[src/rtl/car_lane_pkg.sv]
// Shared types and defaults for the lane animator.
// Pure declarations: no logic, no latency.
// No flow control; constants only.
package car_lane_pkg;

    // Entry-side insertion sequencer states.
    typedef enum logic [1:0] {
        READY = 2'd0,
        ADD   = 2'd1,
        SPACE = 2'd2
    } lane_state_e;

    localparam int LANE_LEN_DEF  = 14;
    localparam int LANE_ROWS_DEF = 2;

    // Bits needed to count 0..n-1, never less than one bit.
    function automatic int cnt_width(input int n);
        return (n > 1) ? $clog2(n) : 1;
    endfunction

endpackage

[src/rtl/car_lane_shift.sv]
// Lane occupancy shift register with stop-line blocking chain.
// Latency: one traffic_clk per cell of motion; entry write lands on the next edge.
// Backpressure: entry_free drops when the entry cell holds a car that is queued
// solidly back to the stop line; the writer must not write while it is low.
//   traffic_clk, reset_n : clock, async active-low reset
//   go                   : 1 = all cells advance, 0 = hold the queue at the stop line
//   entry_we, entry_val  : write of the entry cell (LANE_LEN-1)
//   occ                  : occupancy, bit 0 = exit cell
//   entry_free           : entry cell will accept a write this cycle
module car_lane_shift #(
    parameter int LANE_LEN = 14,
    parameter int STOP_POS = 6
) (
    input  logic                traffic_clk,
    input  logic                reset_n,
    input  logic                go,
    input  logic                entry_we,
    input  logic                entry_val,
    output logic [LANE_LEN-1:0] occ,
    output logic                entry_free
);

    logic [LANE_LEN-1:0] blocked;
    logic [LANE_LEN-1:0] occ_nxt;

    // A cell is blocked when it sits on an unbroken run of occupied cells that
    // reaches back to the waiting position at STOP_POS+1 under a red light.
    // Cells at or below STOP_POS are past the line and never block.
    always_comb begin : blk_chain
        logic run;
        run     = 1'b0;
        blocked = '0;
        for (int i = STOP_POS + 1; i < LANE_LEN; i++) begin
            if (i == STOP_POS + 1) begin
                run = ~go;
            end else begin
                run = run & occ[i-1];
            end
            blocked[i] = run;
        end
    end

    assign entry_free = ~(occ[LANE_LEN-1] & blocked[LANE_LEN-1]);

    // Blocked occupied cells keep their car; every other cell takes whatever
    // moves down from above. Cell 0 simply falls off the end.
    always_comb begin
        occ_nxt = '0;
        for (int i = 0; i < LANE_LEN - 1; i++) begin
            occ_nxt[i] = (occ[i] & blocked[i]) | (occ[i+1] & ~blocked[i+1]);
        end
        occ_nxt[LANE_LEN-1] = (occ[LANE_LEN-1] & blocked[LANE_LEN-1])
                            | (entry_we & entry_val);
    end

    always_ff @(posedge traffic_clk or negedge reset_n) begin
        if (!reset_n) begin
            occ <= '0;
        end else begin
            occ <= occ_nxt;
        end
    end

endmodule

[src/rtl/car_lane_animate.sv]
// One-lane traffic animator: inserts CAR_LEN-cell cars plus GAP spacing, queues at red.
// Latency: a car accepted at edge k occupies the entry cell from edge k+1.
// Backpressure: add_ready low while the entry is jammed or a car is mid-insert.
//   traffic_clk, reset_n : clock, async active-low reset
//   add_car, go          : insert request (level), green/red light
//   add_ready            : a request would be accepted this cycle
//   decrement_car        : one pulse per car as its first cell enters
//   lane_empty           : no occupied cell and no insertion in progress
//   car_move_array       : per-row occupancy, bit-reversed when DIR=1
module car_lane_animate
    import car_lane_pkg::*;
#(
    parameter int LANE_LEN  = LANE_LEN_DEF,
    parameter int LANE_ROWS = LANE_ROWS_DEF,
    parameter int CAR_LEN   = 2,
    parameter int GAP       = 1,
    parameter int STOP_POS  = 6,
    parameter int DIR       = 0
) (
    input  logic                                traffic_clk,
    input  logic                                reset_n,
    input  logic                                add_car,
    input  logic                                go,
    output logic                                add_ready,
    output logic                                decrement_car,
    output logic                                lane_empty,
    output logic [LANE_ROWS-1:0][LANE_LEN-1:0]  car_move_array
);

    localparam int CNT_MAX = (CAR_LEN > GAP) ? CAR_LEN : GAP;
    localparam int CNT_W   = cnt_width(CNT_MAX);
    localparam logic [CNT_W-1:0] CAR_LAST = CNT_W'(CAR_LEN - 1);
    localparam logic [CNT_W-1:0] GAP_LAST = CNT_W'(GAP - 1);

    lane_state_e          state, state_nxt;
    logic [CNT_W-1:0]     cnt, cnt_nxt;
    logic                 entry_we;
    logic                 entry_val;
    logic                 entry_free;
    logic [LANE_LEN-1:0]  occ;
    logic [LANE_LEN-1:0]  row_val;

    car_lane_shift #(
        .LANE_LEN (LANE_LEN),
        .STOP_POS (STOP_POS)
    ) u_shift (
        .traffic_clk (traffic_clk),
        .reset_n     (reset_n),
        .go          (go),
        .entry_we    (entry_we),
        .entry_val   (entry_val),
        .occ         (occ),
        .entry_free  (entry_free)
    );

    always_ff @(posedge traffic_clk or negedge reset_n) begin
        if (!reset_n) begin
            state <= READY;
            cnt   <= '0;
        end else begin
            state <= state_nxt;
            cnt   <= cnt_nxt;
        end
    end

    // Every state advances only when the entry is free, so a stalled car
    // keeps its position in the sequence and is never split or re-counted.
    always_comb begin
        state_nxt     = state;
        cnt_nxt       = cnt;
        entry_we      = 1'b0;
        entry_val     = 1'b0;
        decrement_car = 1'b0;
        add_ready     = 1'b0;
        case (state)
            READY: begin
                if (entry_free) begin
                    entry_we  = 1'b1;
                    add_ready = 1'b1;
                    if (add_car) begin
                        state_nxt = ADD;
                        cnt_nxt   = '0;
                    end
                end
            end
            ADD: begin
                if (entry_free) begin
                    entry_we      = 1'b1;
                    entry_val     = 1'b1;
                    decrement_car = (cnt == '0);
                    if (cnt == CAR_LAST) begin
                        state_nxt = SPACE;
                        cnt_nxt   = '0;
                    end else begin
                        cnt_nxt = cnt + CNT_W'(1);
                    end
                end
            end
            SPACE: begin
                if (entry_free) begin
                    entry_we = 1'b1;
                    if (cnt == GAP_LAST) begin
                        // Last gap cell: a waiting request chains straight into the next car.
                        add_ready = 1'b1;
                        state_nxt = add_car ? ADD : READY;
                        cnt_nxt   = '0;
                    end else begin
                        cnt_nxt = cnt + CNT_W'(1);
                    end
                end
            end
            default: begin
                state_nxt = READY;
                cnt_nxt   = '0;
            end
        endcase
    end

    assign lane_empty = (occ == '0) && (state == READY);

    always_comb begin
        row_val = occ;
        if (DIR != 0) begin
            for (int j = 0; j < LANE_LEN; j++) begin
                row_val[j] = occ[LANE_LEN-1-j];
            end
        end
        for (int r = 0; r < LANE_ROWS; r++) begin
            car_move_array[r] = row_val;
        end
    end

endmodule
[config.mk]
export PLATFORM = sky130hd
export DESIGN_NAME = car_lane_animate
export DESIGN_NICKNAME = d
export VERILOG_FILES = /design/src/rtl/car_lane_pkg.sv /design/src/rtl/car_lane_shift.sv /design/src/rtl/car_lane_animate.sv
export SDC_FILE = /design/constraint.sdc
export NUM_CORES = 1
export LEC_CHECK = 0
export BUFFER_PORTS_ARGS = -buffer_cell sky130_fd_sc_hd__buf_2
export CELL_PAD_IN_SITES_DETAIL_PLACEMENT = 1
export CELL_PAD_IN_SITES_GLOBAL_PLACEMENT = 2
export CORE_ASPECT_RATIO = 1.25
export CORE_MARGIN = 10
export CORE_UTILIZATION = 30
export DETAILED_ROUTE_END_ITERATION = 16
export PLACE_DENSITY_LB_ADDON = 0.2
export SETUP_SLACK_MARGIN = 0.3
export SYNTH_ARGS = -nofsm -noshare
export SYNTH_HDL_FRONTEND = slang
export SYNTH_SLANG_ARGS = --single-unit
[constraint.sdc]
create_clock -name traffic_clk -period 5 [get_ports traffic_clk]
set_input_delay 0.75 -clock traffic_clk [delete_from_list [all_inputs] [get_ports traffic_clk]]
set_output_delay 0.75 -clock traffic_clk [all_outputs]
set_load 0.02 [all_outputs]
# Word level (Yosys, flattened, before mapping)
# Index checks and enable logic that the tools add are counted.
# totals
regBits	17
latchBits	0
ramBits	0
romBits	0
in_bits	4
wordCells	71
mem_count	0
# classes
n_addsub	1
multipliers	0
n_div	0
order_cmp	0
eq_ne	8
shifts	0
n_mux	23
n_bitwise	30
n_reduce_logical	6
# ops
cell	n
$and A1 B1 Y1	15
$logic_not A14 Y1	1
$mux W1	14
$mux W2	6
$ne A2 B2 Y1 const B	6
$not A1 Y1	8
$or A1 B1 Y1	7
$pmux W2 S3	1
$reduce_and A6 Y1	1
$reduce_and A4 Y1	1
$pmux W1 S3	1
$reduce_or A3 Y1	1
$eq A2 B1 Y1 const B	1
$eq A2 B2 Y1 const B	1
$logic_not A2 Y1	1
$pmux W1 S2	1
$add A1 B1 Y1 const B	1
$logic_and A1 B1 Y1	1

# Longest topological paths before layout
# logic_depth
ltp_word	12
depth_mapped	6
depth_no_buf	6

# By module
# A second synthesis with hierarchy kept.
# unflattened
hier_cells	81
hier_area_um2	932.1
# by_module_without_submodules
mod	n_inst	cells_each	area_per_inst_um2	seq_area_each_um2
car_lane_shift	1	33	500.5	350.3
car_lane_animate	1	48	431.7	75.1

# Worst setup path after synthesis
# OpenSTA, ideal clock, no wires.
# synth_path
kind	in2out
startpoint	input port go
endpoint	output port decrement_car
arrival_ps	1385
setup_slack_ps	2865
path_stages	3
n_path_buf	0
cell_sequence	nand4b_1 -> nor2_2 -> a21oi_1
# synth_between
elab_chain_len	10
# synth_lines
element	line	source
from (decl)	car_lane_animate.sv:23	input logic go,
$not A1 Y1	car_lane_shift.sv:35	run = ~go;
$and A1 B1 Y1 (6 in series)	car_lane_shift.sv:37	run = run & occ[i-1];
$and A1 B1 Y1	car_lane_shift.sv:43	assign entry_free = ~(occ[LANE_LEN-1] & blocked[LANE_LEN-1]);
$mux W1	car_lane_animate.sv:87	if (entry_free) begin
$mux W1	car_lane_animate.sv:75	case (state)
to (decl)	car_lane_animate.sv:25	output logic decrement_car,
# Every way passes these cells.

# Worst setup path in the final report
# layout_path
startpoint	register state[0]
endpoint	output port lane_empty
# layout_between
elab_chain_len	2
# layout_lines
element	line	source
from (decl)	car_lane_animate.sv:35	lane_state_e state, state_nxt;
from (signal assigned)	car_lane_animate.sv:61	state <= state_nxt;
$logic_not A2 Y1	car_lane_animate.sv:119	assign lane_empty = (occ == '0) && (state == READY);
$logic_and A1 B1 Y1	car_lane_animate.sv:119	
to (decl)	car_lane_animate.sv:26	output logic lane_empty,
# Every way passes these cells.

==> results_dict.tcl <==
set metrics [dict create \
    power_frac_comb_pct 53.1 \
    internal_power_mw 0.3653 \
    insertedDiodeCount 0 \
    horiz_die_dim_um 68.30 \
    fillerInstances 315 \
    maxCapViolations 0 \
    cts-hold-fix-buffers 0 \
    detail_route.vias_per_cell 4.631 \
    maxSlewViolCount 0 \
    initialDrtViolationCount 13 \
    cts-resized-gates 0 \
    reg2reg_setup_slack_ns 3.05 \
    placementRows 21 \
    postLayoutCoreUtil_pct 35.30 \
    hold_path.class "input pin to async pin" \
    power.share.switching_pct 48.45 \
    hold_viol_final 0 \
    power.static_leakage_nw 0.5329 \
    drive_gt1_share_pct 46.88 \
    clock_tree.root_cell "sky130_fd_sc_hd__clkbuf_4" \
    timing.final.ws_setup_ns 2.511 \
    antenna_found_initial 0 \
    power_per_cell_area_mw_per_mm2 734.5 \
    worst_max_slew_pin_slew_ns 0.3870 \
    post_synth.cell_area_avg_um2 11.21 \
    net-switching-power_mw 0.3433 \
    final_antenna_net_count 0 \
    core_area_mm2 0.002733 \
    post_synth_main_area_contributors "sky130_fd_sc_hd__dfrtp_1, sky130_fd_sc_hd__buf_4, sky130_fd_sc_hd__ha_1, sky130_fd_sc_hd__a21o_1, sky130_fd_sc_hd__mux2_1" \
    cp.required_ns 4.25 \
    firstDrtPassIters 3 \
    worst_ep_arrival_time_ns 1.74 \
    fin_setup_tns_ns 0 \
    post-dp-hpwl_um 1531 \
    postRouteWirelength_um 1923 \
    yosys_warnings 0 \
    status "completed" \
    vias 602 \
    pre_cts_ws_ns 2.564 \
    worstSetupStartpointType "flop" \
    dieArea_mm2 0.005489 \
    clockBufferDepth 2 \
    multi_input_comb_area_um2 280.3 \
    synth_area_um2 874.6 \
    total_power_mw 0.7086 \
    max-vdd-ir-drop_v 0.0002722 \
    worstSetupPathType "flop to output port" \
    layout.nets 105 \
    period_needed_ns 2.489 \
    seqCellArea_um2 425.4 \
    numCtsBuffers 3 \
    route.detailed.wl_per_inst_um 14.79 \
    sequential_share_of_power_pct 36.5 \
    cts_tree "yes" \
    synth.top_cell.area_share_pct 48.64 \
    slew_headroom_pct 74.20 \
    grt_setup_unrepaired "no" \
    cts.reportedPaths.clkPinSlew_ns 0.11 \
    final_min_period_over_clock_period_pct 49.78 \
    tritoncts_sinks 17 \
    path_max_fanout 5 \
    synth.lib_cells_used.distinct 26 \
    grt_max_degree 18 \
    yosys_register_bits 17 \
    max_clock_freq_ghz 0.4018 \
    initial_utilization_pct 32.01 \
    postSynthCellCount 78 \
    synth.largest_area_cell "sky130_fd_sc_hd__dfrtp_1" \
    grt_remaining_overflow 0 \
    ys_seq_area_share_pct 48.64 \
    fin_skew_ns 0.009597 \
    die_y_um 80.37 \
    p_clk_share_pct 10.4 \
    cp-end-kind "output port" \
    globalRouteTotalUtil_pct 7.361 \
    number_of_global_route_vias_before_repair 675 \
    gp_routability_congestion 0.7199 \
    pin_count 35 \
    synthToLayoutAreaGrowth_pct 10.30 \
    port-buffer-count 34 \
    grt_first_pass_wirelength_um 3146 \
    mappedNetlistNets 86 \
    drc 0 \
    final-setup-viol-count 0 \
    clock_tree.htree_level_count 1 \
    post_cts_setup_buffer_count 0 \
    clock_insertion_delay_worst_skew_ns 0.29 \
]
==> power by group through the flow <==
stage / logic, mW / registers [mW] / clock network, mW
6_report: 0.376 / 0.259 / 0.0736
5_1_grt: 0.410 / 0.276 / 0.0840
4_1_cts: 0.386 / 0.261 / 0.0772
3_5_place_dp: 0.385 / 0.264 / 0
3_3_place_gp: 0.384 / 0.262 / 0
2_1_floorplan: 0.296 / 0.284 / 0
==> area by class of cell <==
| cell class | count | share of cell area, % |
|---|---|---|
| multi-input combinational | 36 | 29.05 |
| sequential | 17 | 44.10 |
| clock buffer | 3 | 2.335 |
| clock inverter | 1 | 0.5188 |
| inverter | 5 | 1.946 |
| tap | 34 | 4.410 |
| timing repair buffer | 34 | 17.64 |
==> stage by stage <==
step | hold slack (ns) | instance area, um^2 | instances
2_1_floorplan | 0.3969 | 874.6 | 78
3_3_place_gp | 0.4031 | 937.1 | 126
3_5_place_dp | 0.4063 | 937.1 | 126
4_1_cts | 0.3786 | 964.7 | 130
5_1_grt | 0.3774 | 964.7 | 130
6_report | 0.3623 | 964.7 | 130
==> placed cells by master, fill, tap and decap left out, types with 2 or more instances in the layout <==
master / synthesis / layout
sky130_fd_sc_hd__a21o_1: 3 / 3
sky130_fd_sc_hd__a21oi_1: 4 / 4
sky130_fd_sc_hd__a31o_2: 2 / 2
sky130_fd_sc_hd__buf_2: 0 / 34
sky130_fd_sc_hd__clkbuf_4: 0 / 3
sky130_fd_sc_hd__dfrtp_1: 17 / 17
sky130_fd_sc_hd__ha_1: 4 / 4
sky130_fd_sc_hd__inv_1: 5 / 5
sky130_fd_sc_hd__mux2_1: 2 / 2
sky130_fd_sc_hd__nand2_1: 2 / 2
sky130_fd_sc_hd__nand2b_1: 2 / 2
sky130_fd_sc_hd__nor4_1: 2 / 2
==> registers in the layout, summed over array words and instances, names as in the netlist <==
signal / flops
state: 2
u_shift.occ: 14
cnt: 1
==> logic make-up (layout without fill, tap and decap cells) <==
group	after synthesis	after routing	synth area share, %
AO/OA/AOI/OAI	12	12	10.30
adder cells (fa/ha/maj)	4	4	5.723
buffers and inverters	25	43	19.31
flip-flops	17	17	48.64
multiplexers	2	2	2.575
AND/OR/NAND/NOR	18	18	13.45
==> synthesized netlist by cell type <==
master                      count
sky130_fd_sc_hd__nor3_1         1
sky130_fd_sc_hd__a31oi_1        1
sky130_fd_sc_hd__or2_2          1
sky130_fd_sc_hd__nor2b_2        1
sky130_fd_sc_hd__nand4b_1       1
sky130_fd_sc_hd__or3_4          1
sky130_fd_sc_hd__nand3_1        1
sky130_fd_sc_hd__inv_1          5
sky130_fd_sc_hd__buf_4         20
sky130_fd_sc_hd__nor4_1         2
sky130_fd_sc_hd__dfrtp_1       17
sky130_fd_sc_hd__and4_1         1
sky130_fd_sc_hd__and2_1         1
sky130_fd_sc_hd__a311oi_2       1
sky130_fd_sc_hd__nand2b_1       2
sky130_fd_sc_hd__nor2b_1        1
sky130_fd_sc_hd__a31o_2         2
sky130_fd_sc_hd__mux2_1         2
sky130_fd_sc_hd__a21oi_1        4
sky130_fd_sc_hd__nor2_2         1
sky130_fd_sc_hd__a21o_1         3
sky130_fd_sc_hd__ha_1           4
sky130_fd_sc_hd__nor2_1         1
sky130_fd_sc_hd__nand2_1        2
sky130_fd_sc_hd__o2bb2ai_1      1
sky130_fd_sc_hd__nor4b_1        1
==> path summary, 6_finish.rpt <==
| path | start | to | cells past startpoint |
|---|---|---|---|
| max in group asynchronous | reset_n | state[1] | 1 |
| worst min register to register | u_shift.occ[1] | u_shift.occ[0] | 0 |
| min in group traffic_clk | u_shift.occ[1] | u_shift.occ[0] | 0 |
| worst max register to register | state[0] | state[1] | 5 |
| worst min-delay path | reset_n | u_shift.occ[5] | 1 |
| worst max-delay path | state[0] | lane_empty | 5 |
==> layer usage <==
| layer | track usage (%) | vias to the layer above | wire length (um) |
|---|---|---|---|
| met5 | 0 | - | 0 |
| met1 | 8.528 | 295 | 795 |
| met3 | 1.944 | 4 | 150 |
| met2 | 11.66 | 22 | 941 |
| met4 | 4.435 | 0 | 35 |
| li1 | - | 281 | - |
==> worst max-delay path: stages, from the launching register on <==
cell	delay, ns
sky130_fd_sc_hd__dfrtp_1	0.42
sky130_fd_sc_hd__inv_1	0.09
sky130_fd_sc_hd__ha_1	0.23
sky130_fd_sc_hd__nor4b_1	0.32
sky130_fd_sc_hd__and4_1	0.24
sky130_fd_sc_hd__buf_2	0.16
(Power assumes the default switching activity.)
